--- src/rtl/gnrc_pkg.sv ---
`default_nettype none
// ============================================================================
// Module      : gnrc_pkg
// Description : Shared types for the generic round-robin arbiter.
// Revision    : 1.0 - initial release
// ============================================================================
package gnrc_pkg;

  // Arbiter control state: IDLE has no grant, GRANT presents one.
  typedef enum logic [0:0] {
    IDLE  = 1'b0,
    GRANT = 1'b1
  } state_e;

endpackage : gnrc_pkg
`default_nettype wire

--- src/rtl/gnrc_rr_pick.sv ---
`default_nettype none
// ============================================================================
// Module      : gnrc_rr_pick
// Description : Combinational wrap-around priority scan. Returns the first set
//               request starting at ptr and wrapping modulo N.
// Revision    : 1.0 - initial release
// ============================================================================
module gnrc_rr_pick #(
  parameter int N = 4,
  parameter int W = $clog2(N)
) (
  input  logic [N-1:0] req,
  input  logic [W-1:0] ptr,
  output logic         found,
  output logic [W-1:0] idx
);

  // Scan from the farthest offset down to offset 0 so the nearest hit wins.
  always_comb begin
    logic [W:0]   sum;
    logic [W-1:0] cand;
    found = 1'b0;
    idx   = '0;
    sum   = '0;
    cand  = '0;
    for (int i = N - 1; i >= 0; i--) begin
      // One extra bit keeps ptr+i (at most 2N-2) from overflowing before wrap.
      sum = {1'b0, ptr} + (W+1)'(i);
      if (sum >= (W+1)'(N)) begin
        sum = sum - (W+1)'(N);
      end
      cand = sum[W-1:0];
      if (req[cand]) begin
        found = 1'b1;
        idx   = cand;
      end
    end
  end

endmodule : gnrc_rr_pick
`default_nettype wire

--- src/rtl/gnrc_rr_arbiter.sv ---
`default_nettype none
// ============================================================================
// Module      : gnrc_rr_arbiter
// Description : Round-robin arbiter with registered valid/ready grant output
//               and a binary grant index. One grant per cycle back-to-back.
//               Optional macro GNRC_RR_ARBITER_LOCK_EN adds lock_i, which
//               re-grants the current winner while it keeps requesting.
// Revision    : 1.0 - initial release
// ============================================================================
module gnrc_rr_arbiter
  import gnrc_pkg::*;
#(
  parameter int N = 4,
  parameter int W = $clog2(N)
) (
  input  logic         clk_i,
  input  logic         rst_i,
  input  logic [N-1:0] req_i,
`ifdef GNRC_RR_ARBITER_LOCK_EN
  input  logic         lock_i,
`endif
  output logic         gnt_valid_o,
  input  logic         gnt_ready_i,
  output logic [W-1:0] gnt_idx_o
);

  localparam logic [W-1:0] LAST_IDX = W'(N - 1);

  state_e       state_q, state_d;
  logic [W-1:0] ptr_q, ptr_d;
  logic [W-1:0] idx_q, idx_d;
  logic         valid_q, valid_d;

  logic [W-1:0] next_ptr;
  logic [W-1:0] pick_ptr;
  logic         pick_found;
  logic [W-1:0] pick_idx;
  logic         handshake;
  logic         lock_hold;

  // Pointer that a handshake would install: one past the current winner, mod N.
  assign next_ptr  = (idx_q == LAST_IDX) ? '0 : idx_q + 1'b1;
  // In GRANT the scan must already use the post-handshake pointer.
  assign pick_ptr  = (state_q == GRANT) ? next_ptr : ptr_q;
  assign handshake = valid_q & gnt_ready_i;

`ifdef GNRC_RR_ARBITER_LOCK_EN
  assign lock_hold = lock_i & req_i[idx_q];
`else
  assign lock_hold = 1'b0;
`endif

  gnrc_rr_pick #(
    .N (N),
    .W (W)
  ) u_pick (
    .req   (req_i),
    .ptr   (pick_ptr),
    .found (pick_found),
    .idx   (pick_idx)
  );

  // Next-state logic: grant on request, hold until handshake, then re-pick.
  always_comb begin
    state_d = state_q;
    ptr_d   = ptr_q;
    idx_d   = idx_q;
    valid_d = valid_q;
    case (state_q)
      IDLE: begin
        if (pick_found) begin
          state_d = GRANT;
          idx_d   = pick_idx;
          valid_d = 1'b1;
        end
      end
      GRANT: begin
        if (handshake && !lock_hold) begin
          ptr_d = next_ptr;
          if (pick_found) begin
            idx_d = pick_idx;
          end else begin
            state_d = IDLE;
            valid_d = 1'b0;
          end
        end
      end
      default: begin
        state_d = IDLE;
        valid_d = 1'b0;
      end
    endcase
  end

  // State registers with asynchronous clear of any outstanding grant.
  always_ff @(posedge clk_i or posedge rst_i) begin
    if (rst_i) begin
      state_q <= IDLE;
      ptr_q   <= '0;
      idx_q   <= '0;
      valid_q <= 1'b0;
    end else begin
      state_q <= state_d;
      ptr_q   <= ptr_d;
      idx_q   <= idx_d;
      valid_q <= valid_d;
    end
  end

  assign gnt_valid_o = valid_q;
  assign gnt_idx_o   = idx_q;

endmodule : gnrc_rr_arbiter
`default_nettype wire

--- config.mk ---
export PLATFORM = sky130hd
export DESIGN_NAME = gnrc_rr_arbiter
export DESIGN_NICKNAME = d
export VERILOG_FILES = /design/src/rtl/gnrc_pkg.sv /design/src/rtl/gnrc_rr_pick.sv /design/src/rtl/gnrc_rr_arbiter.sv
export SDC_FILE = /design/constraint.sdc
export NUM_CORES = 1
export LEC_CHECK = 0
export ABC_CLOCK_PERIOD_IN_PS = 2200
export CELL_PAD_IN_SITES_DETAIL_PLACEMENT = 0
export CELL_PAD_IN_SITES_GLOBAL_PLACEMENT = 1
export CORE_AREA = 4 4 41 43
export CTS_CLUSTER_DIAMETER = 30
export CTS_CLUSTER_SIZE = 24
export DETAILED_ROUTE_END_ITERATION = 6
export DIE_AREA = 0 0 45 47
export PLACE_DENSITY = 0.74
export SLEW_MARGIN = 20
export SYNTH_ARGS = -nofsm -noshare
export SYNTH_HDL_FRONTEND = slang
export SYNTH_HIERARCHICAL = 1
export SYNTH_SLANG_ARGS = --single-unit
--- constraint.sdc ---
create_clock -name clk_i -period 2.2 [get_ports clk_i]
set_clock_uncertainty 0.1 [all_clocks]
set_input_delay 0.55 -clock clk_i [delete_from_list [all_inputs] [get_ports clk_i]]
set_output_delay 0.55 -clock clk_i [all_outputs]
set_load 0.03 [all_outputs]
### After elaboration in Yosys (flattened, before gate mapping)

Cells that the tools add are included.

* add/subtract/negate cells: 8
* $mul: 0
* divide/modulo/power cells: 0
* order comparisons: 8
* equality and inequality tests: 4
* shift operators: 0
* multiplexer cells: 32
* bitwise gates (word level): 2
* reduce and logical (&&, ||, !) cells: 2

Operators with widths (number)
* $mux W2: 12
* $mux W1: 13
* $lt A2 B3 Y1 const B: 4
* $ge A3 B3 Y1 const B: 3
* $bmux W1 S2: 4
* $sub A2 B1 Y2 const B: 4
* $add A2 B2 Y3 const B: 2
* $ne A2 B2 Y1 const B: 2
* $pmux W1 S2: 2
* $pmux W2 S2: 1
* $add A2 B1 Y3 const B: 1
* $ge A2 B3 Y1 const B: 1
* $reduce_and A3 Y1: 1
* $add A2 B1 Y2 const B: 1
* $eq A2 B2 Y1 const B: 1
* $ne A2 B1 Y1 const B: 1
* $reduce_and A2 Y1: 1
* $and A1 B1 Y1: 1
* $not A1 Y1: 1

* register bits: 6
* bits in latches: 0
* RAM bits: 0
* ROM bits: 0
* output and inout port bits: 3
* logic and storage cells: 60
* memories kept: 0

### Logic depth before layout (Yosys ltp)

* depth after elaboration: 15
* mapped depth: 8

### Hierarchy

Netlist, hierarchy kept.

By module, submodules not included
* gnrc_rr_arbiter: times used 1, cells an instance 26, area each 291.5 µm²
* gnrc_rr_pick: times used 1, cells an instance 13, area each 77.6 µm²

### Least setup slack after synthesis

Ideal clock, no wire load.

* path kind: flip-flop to flip-flop
* start: register idx_q[0], in the netlist gnt_idx_o[0]
* end: register idx_q[0], in the netlist gnt_idx_o[0]
* arrival: 1601 ps
* required time: 1963 ps
* path slack: 362 ps
* stages on the path, launching flop included: 8
* buffers on the path: 0
* period minus slack after synthesis: 1838 ps
* cell sequence: dfrtp_1 -> ha_1 -> mux2_2 -> nand2b_1 -> a21oi_1 -> a211oi_2 -> nand2_1 -> o32ai_1

* cells in the longest elaborated chain, start to end: 15

RTL lines
* start: declaration: RTL line gnrc_rr_arbiter.sv:31 `logic [W-1:0] idx_q, idx_d;`
* start signal: assignment: RTL line gnrc_rr_arbiter.sv:105 `idx_q <= idx_d;`
* $add A2 B1 Y2 / $eq A2 B2 Y1 (equally long branches): RTL line gnrc_rr_arbiter.sv:42 `assign next_ptr = (idx_q == LAST_IDX) ? '0 : idx_q + 1'b1;`
* $mux W2 *: RTL line gnrc_rr_arbiter.sv:42
* via next_ptr[1]: RTL line gnrc_rr_arbiter.sv:34 `logic [W-1:0] next_ptr;`
* $mux W2 *: RTL line gnrc_rr_arbiter.sv:44 `assign pick_ptr = (state_q == GRANT) ? next_ptr : ptr_q;`
* via pick_ptr[1]: RTL line gnrc_rr_arbiter.sv:35 `logic [W-1:0] pick_ptr;`
* $add A2 B2 Y3: RTL line gnrc_rr_pick.sv:28 `sum = {1'b0, ptr} + (W+1)'(i);`
* $ge A3 B3 Y1 / $sub A2 B1 Y2 (equally long branches): RTL line gnrc_rr_pick.sv:29, gnrc_rr_pick.sv:30
* $mux W2: RTL line gnrc_rr_pick.sv:29 `if (sum >= (W+1)'(N)) begin`
* $bmux W1 S2: RTL line gnrc_rr_pick.sv:33 `if (req[cand]) begin`
* $mux W1 (not written as such): RTL line gnrc_rr_pick.sv:33
* $mux W2 (3 in series): RTL line gnrc_rr_pick.sv:33
* $mux W2 *: RTL line gnrc_rr_pick.sv:33
* via pick_idx[0]: RTL line gnrc_rr_arbiter.sv:37 `logic [W-1:0] pick_idx;`
* $mux W2 *: RTL line gnrc_rr_arbiter.sv:71, gnrc_rr_arbiter.sv:80
* $mux W2: RTL line gnrc_rr_arbiter.sv:78 `if (handshake && !lock_hold) begin`
* $pmux W2 S2 *: RTL line gnrc_rr_arbiter.sv:69 `case (state_q)`

Mark *: on every way through the listed nets, which the timed path passes. The rest lies on a longest branch. The select of a mux whose other input is x is not followed.
A chain may end at the register's enable or synchronous reset.

### Final worst setup path

* start: register valid_q, in the netlist gnt_valid_o
* end: output port gnt_valid_o

RTL lines
* start: declaration: RTL line gnrc_rr_arbiter.sv:32 `logic valid_q, valid_d;`
* start signal: assignment: RTL line gnrc_rr_arbiter.sv:106 `valid_q <= valid_d;`
* end: declaration: RTL line gnrc_rr_arbiter.sv:22 `output logic gnt_valid_o,`

No word-level cell between the ends.

==> run summary <==
The count of nets left with antenna violations once routing finished came out at 0. The fraction of synthesis flops using an asynchronous set or reset pin came out at 100%. After legalization and detailed placement, the total HPWL measured 559 microns. The floorplan step defined a core boundary enclosing 0.00130 sq mm.

CTS placed an instance of clkbuf_4 at the clock tree root. The most used flip-flop cell after synthesis is dfrtp_1. The total routing resource utilization after global routing came out at under 10%. The share of the Yosys chip area taken by registers is between 40% and 50%. The cell type with the largest total area after synthesis is dfrtp_1.

The overall overflow remaining after global route came out at 0. Among cell families on the critical path, the largest total delay comes from buffers and inverters. The number of global-route vias before repair is 322. The number of antenna violations at the first check in global routing is 0. The data required time of the worst path came out at 1.55 ns. Entering global routing, the biggest net connects 7 pins. After layout, the worst path uses 90.0% of the clock period.

STA puts the critical path data arrival time at 1.33 ns. The synthesis warning total is 6. The setup path with the least slack is of type flip-flop to output port. The via count of the routed design came out at between 300 and 400. The detailed-routing iteration count for the pre-antenna-repair pass is 3. The count of buffers added on input and output ports is 9.

The net count of the finished layout is 61. The fraction of final layout cells with drive strength greater than 1 came out at 11.8%. The detailed-route wire length per cell came out at 10.3 microns.

Measured along the x axis, the die boundary spans 45 microns. The number of hold buffers added after cts is 0. Routed signal wires occupy layers up through met3.

The die outline area came out at 0.00212 sq mm. The min-delay analysis places its worst path in the category flip-flop to flip-flop. At the later pin of the worst-skew pair, clock insertion delay measures 0.24 ns. The final RePlAce weighted congestion came out at approximately 0.72.

The wire length on met1 came out at 331 microns. The headroom to the max-slew limit is 79.7%. Of the post-synthesis cell area, the dominant cell type holds 40.7%. Fill cells in the final layout number 143.

The standby leakage power is 0.215 nW. The synthesized design contains 6 register bits. The area growth from synthesis to layout is 35.6%. The number of sinks driven by the clock tree came out at 6. The first-iteration detailed-routing DRC count came out at 3. The number of antenna repair diodes is 0. The cell with the most instances after synthesis is dfrtp_1. The final sum of negative setup slack came out at 0 ns. The clock passes through at most 2 buffers. STA classifies the critical path endpoint as an output port. After detailed routing, the met2 layer carries roughly 310 microns of wire. The total of endpoints with negative setup slack in the final report came out at 0. The final routed wirelength across all metal layers is about 680 microns. The number of buffers and inverters on the critical path is 1. The summed instance area of the synthesized netlist came out at 369 sq um. The number of pins exceeding their max-slew limit in the final report is 0. The number of distinct library cells after synthesis is 20.

The number of cells upsized or downsized after cts came out at 0. The commonest cells after synthesis are dfrtp_1, nand2_1, nor2_1. The minimum clock period came out at 1.98 ns. The floorplan die height came out at 47 microns. Counting flops with a built-in enable in the synthesized netlist gives 0. CTS built an H-tree with a depth of 1. The origin of the worst min-delay path is ptr_q[0]$_DFFE_PP0P_.

The number of post-CTS setup repair buffers is 0. The per-cell via count in the routed design is ~4.6. Setup repair after global routing left no endpoint under its margin. The met3 layer wire length in the routed design came out at 34 microns. The most critical setup path has its startpoint at gnt_valid_o$_DFFE_PP0P_. The start of the worst register-to-register path is gnt_idx_o[0]$_DFFE_PP0P_. The average instance area after synthesis came out at 9.46 sq um. The startpoint class of the critical path is a flip-flop.

The count of mapped cells out of synthesis came out at 39. The number of nets in the synthesized netlist is 47. The maximum single-stage delay on the critical path is 0.69 ns. Buffers inserted during clock tree synthesis total 3. The number of max-cap violations is 0. For this run, the top clock speed supported by timing is 0.505 GHz. The signal on the critical path passes through clkdlybuf4s50_1.

The boundary pin count came out at 10. The transition at the pin with the smallest max-transition slack came out at 0.302 ns. The design draws 0.000598 W. The number of placement rows is 13.

The run finished with clean final reports. The total count of hold-check failures in the final report came out at 0. The library cell contributing the largest single delay on the critical path is clkdlybuf4s50_1. TritonCTS built the clock tree. The starting density of the core is 28.4%. The detailed-route DRC error count is 0.

The worst IR drop on VDD came out at 0.396 mV. The first global-routing pass estimated 1.21 mm of wire. After clock tree synthesis, the clock-pin slew on the worst setup and hold paths is 0.04 ns.

The largest driver fanout on the critical path is 5. The power density over cell area is 1190 mW/mm^2. Sorting the synthesized cells by area gives the leading types as dfrtp_1, mux2_1, mux2_2.
## registers in the layout, indices dropped and copies added (netlist names)
name and cells:
gnt_idx_o 2, gnt_valid_o 1, ptr_q 2, state_q 1
## cells by family after synthesis
logic type | Yosys count | synth area share [%]
AOI/OAI and AO/OA | 7 | 15.9
adders and majority gates | 1 | 3.39
muxes | 5 | 14.9
DFF | 6 | 40.7
and+or+nand+nor | 17 | 22.0
buffers and inverters | 3 | 3.05
## final cells by class
cell class              count  area (sq um)  share of cell area, %
clock buffers               3          22.5                   4.50
inverters                   3          11.3                   2.25
multi-input cells          30           208                   41.5
flip-flops and latches      6           150                   30.0
well taps                  15          18.8                   3.75
repair buffers              9          90.1                   18.0
## worst reg2reg max path, stage by stage, from the launching register on
cell and delay (ns):
dfrtp_1 0.39, ha_1 0.31, mux2_2 0.32, nand2b_1 0.15, a21oi_1 0.17, a211oi_2 0.05
nand2_1 0.06, o32ai_1 0.07
## stage by stage
step           util (%)  cell area (sq um)  hold WS, ns  setup WS (ns)  cells
4_1_cts            38.5                500        0.393          0.214     66
6_report           38.5                500        0.387          0.219     66
2_1_floorplan         -                369        0.241          0.362     39
3_3_place_gp       36.7                478        0.372          0.234     63
5_1_grt            38.5                500        0.425          0.176     66
3_5_place_dp       36.7                478        0.383          0.248     63
## worst paths after layout
path                                       endpoint  slack, ns  depth (start not counted)
setup / recovery                        gnt_valid_o       0.22                          1
hold / removal                 ptr_q[0]$_DFFE_PP0P_       0.39                          1
setup reg to reg           gnt_idx_o[0]$_DFFE_PP0P_       0.44                          7
hold reg to reg                ptr_q[0]$_DFFE_PP0P_       0.39                          1
max in group asynchronous  gnt_idx_o[1]$_DFFE_PP0P_       1.40                          2
min in group asynchronous  gnt_idx_o[0]$_DFFE_PP0P_       0.42                          2
## routing by layer
metal / vias up / GRT usage (%)
li1: 163 / -
met1: 131 / 9.28
met2: 8 / 13.0
met3: 0 / 1.15
met4: 0 / 7.02
met5: - / 0
## placed cells by master (no fill, tap or decap), drive strengths merged
cell type,n
nand2b,2
clkbuf,3
mux2,4
a21oi,1
and3,1
a211oi,2
inv,3
mux2i,1
a21boi,1
o32ai,2
clkdlybuf4s50,9
nand3,1
dfrtp,6
or2,1
nor2b,1
nor3b,1
o22a,1
nand2,5
ha,1
nor2,5
## report_power, final
| group | internal [W] | leakage, nW | total (W) | switching (W) |
|---|---|---|---|---|
| Sequential | 0.000152 | 0.0685 | 0.000179 | 0.0000272 |
| Clock | 0.0000614 | 0.0138 | 0.0000968 | 0.0000354 |
| Combinational | 0.000160 | 0.132 | 0.000322 | 0.000161 |
Power figures use the tool's default switching activity.
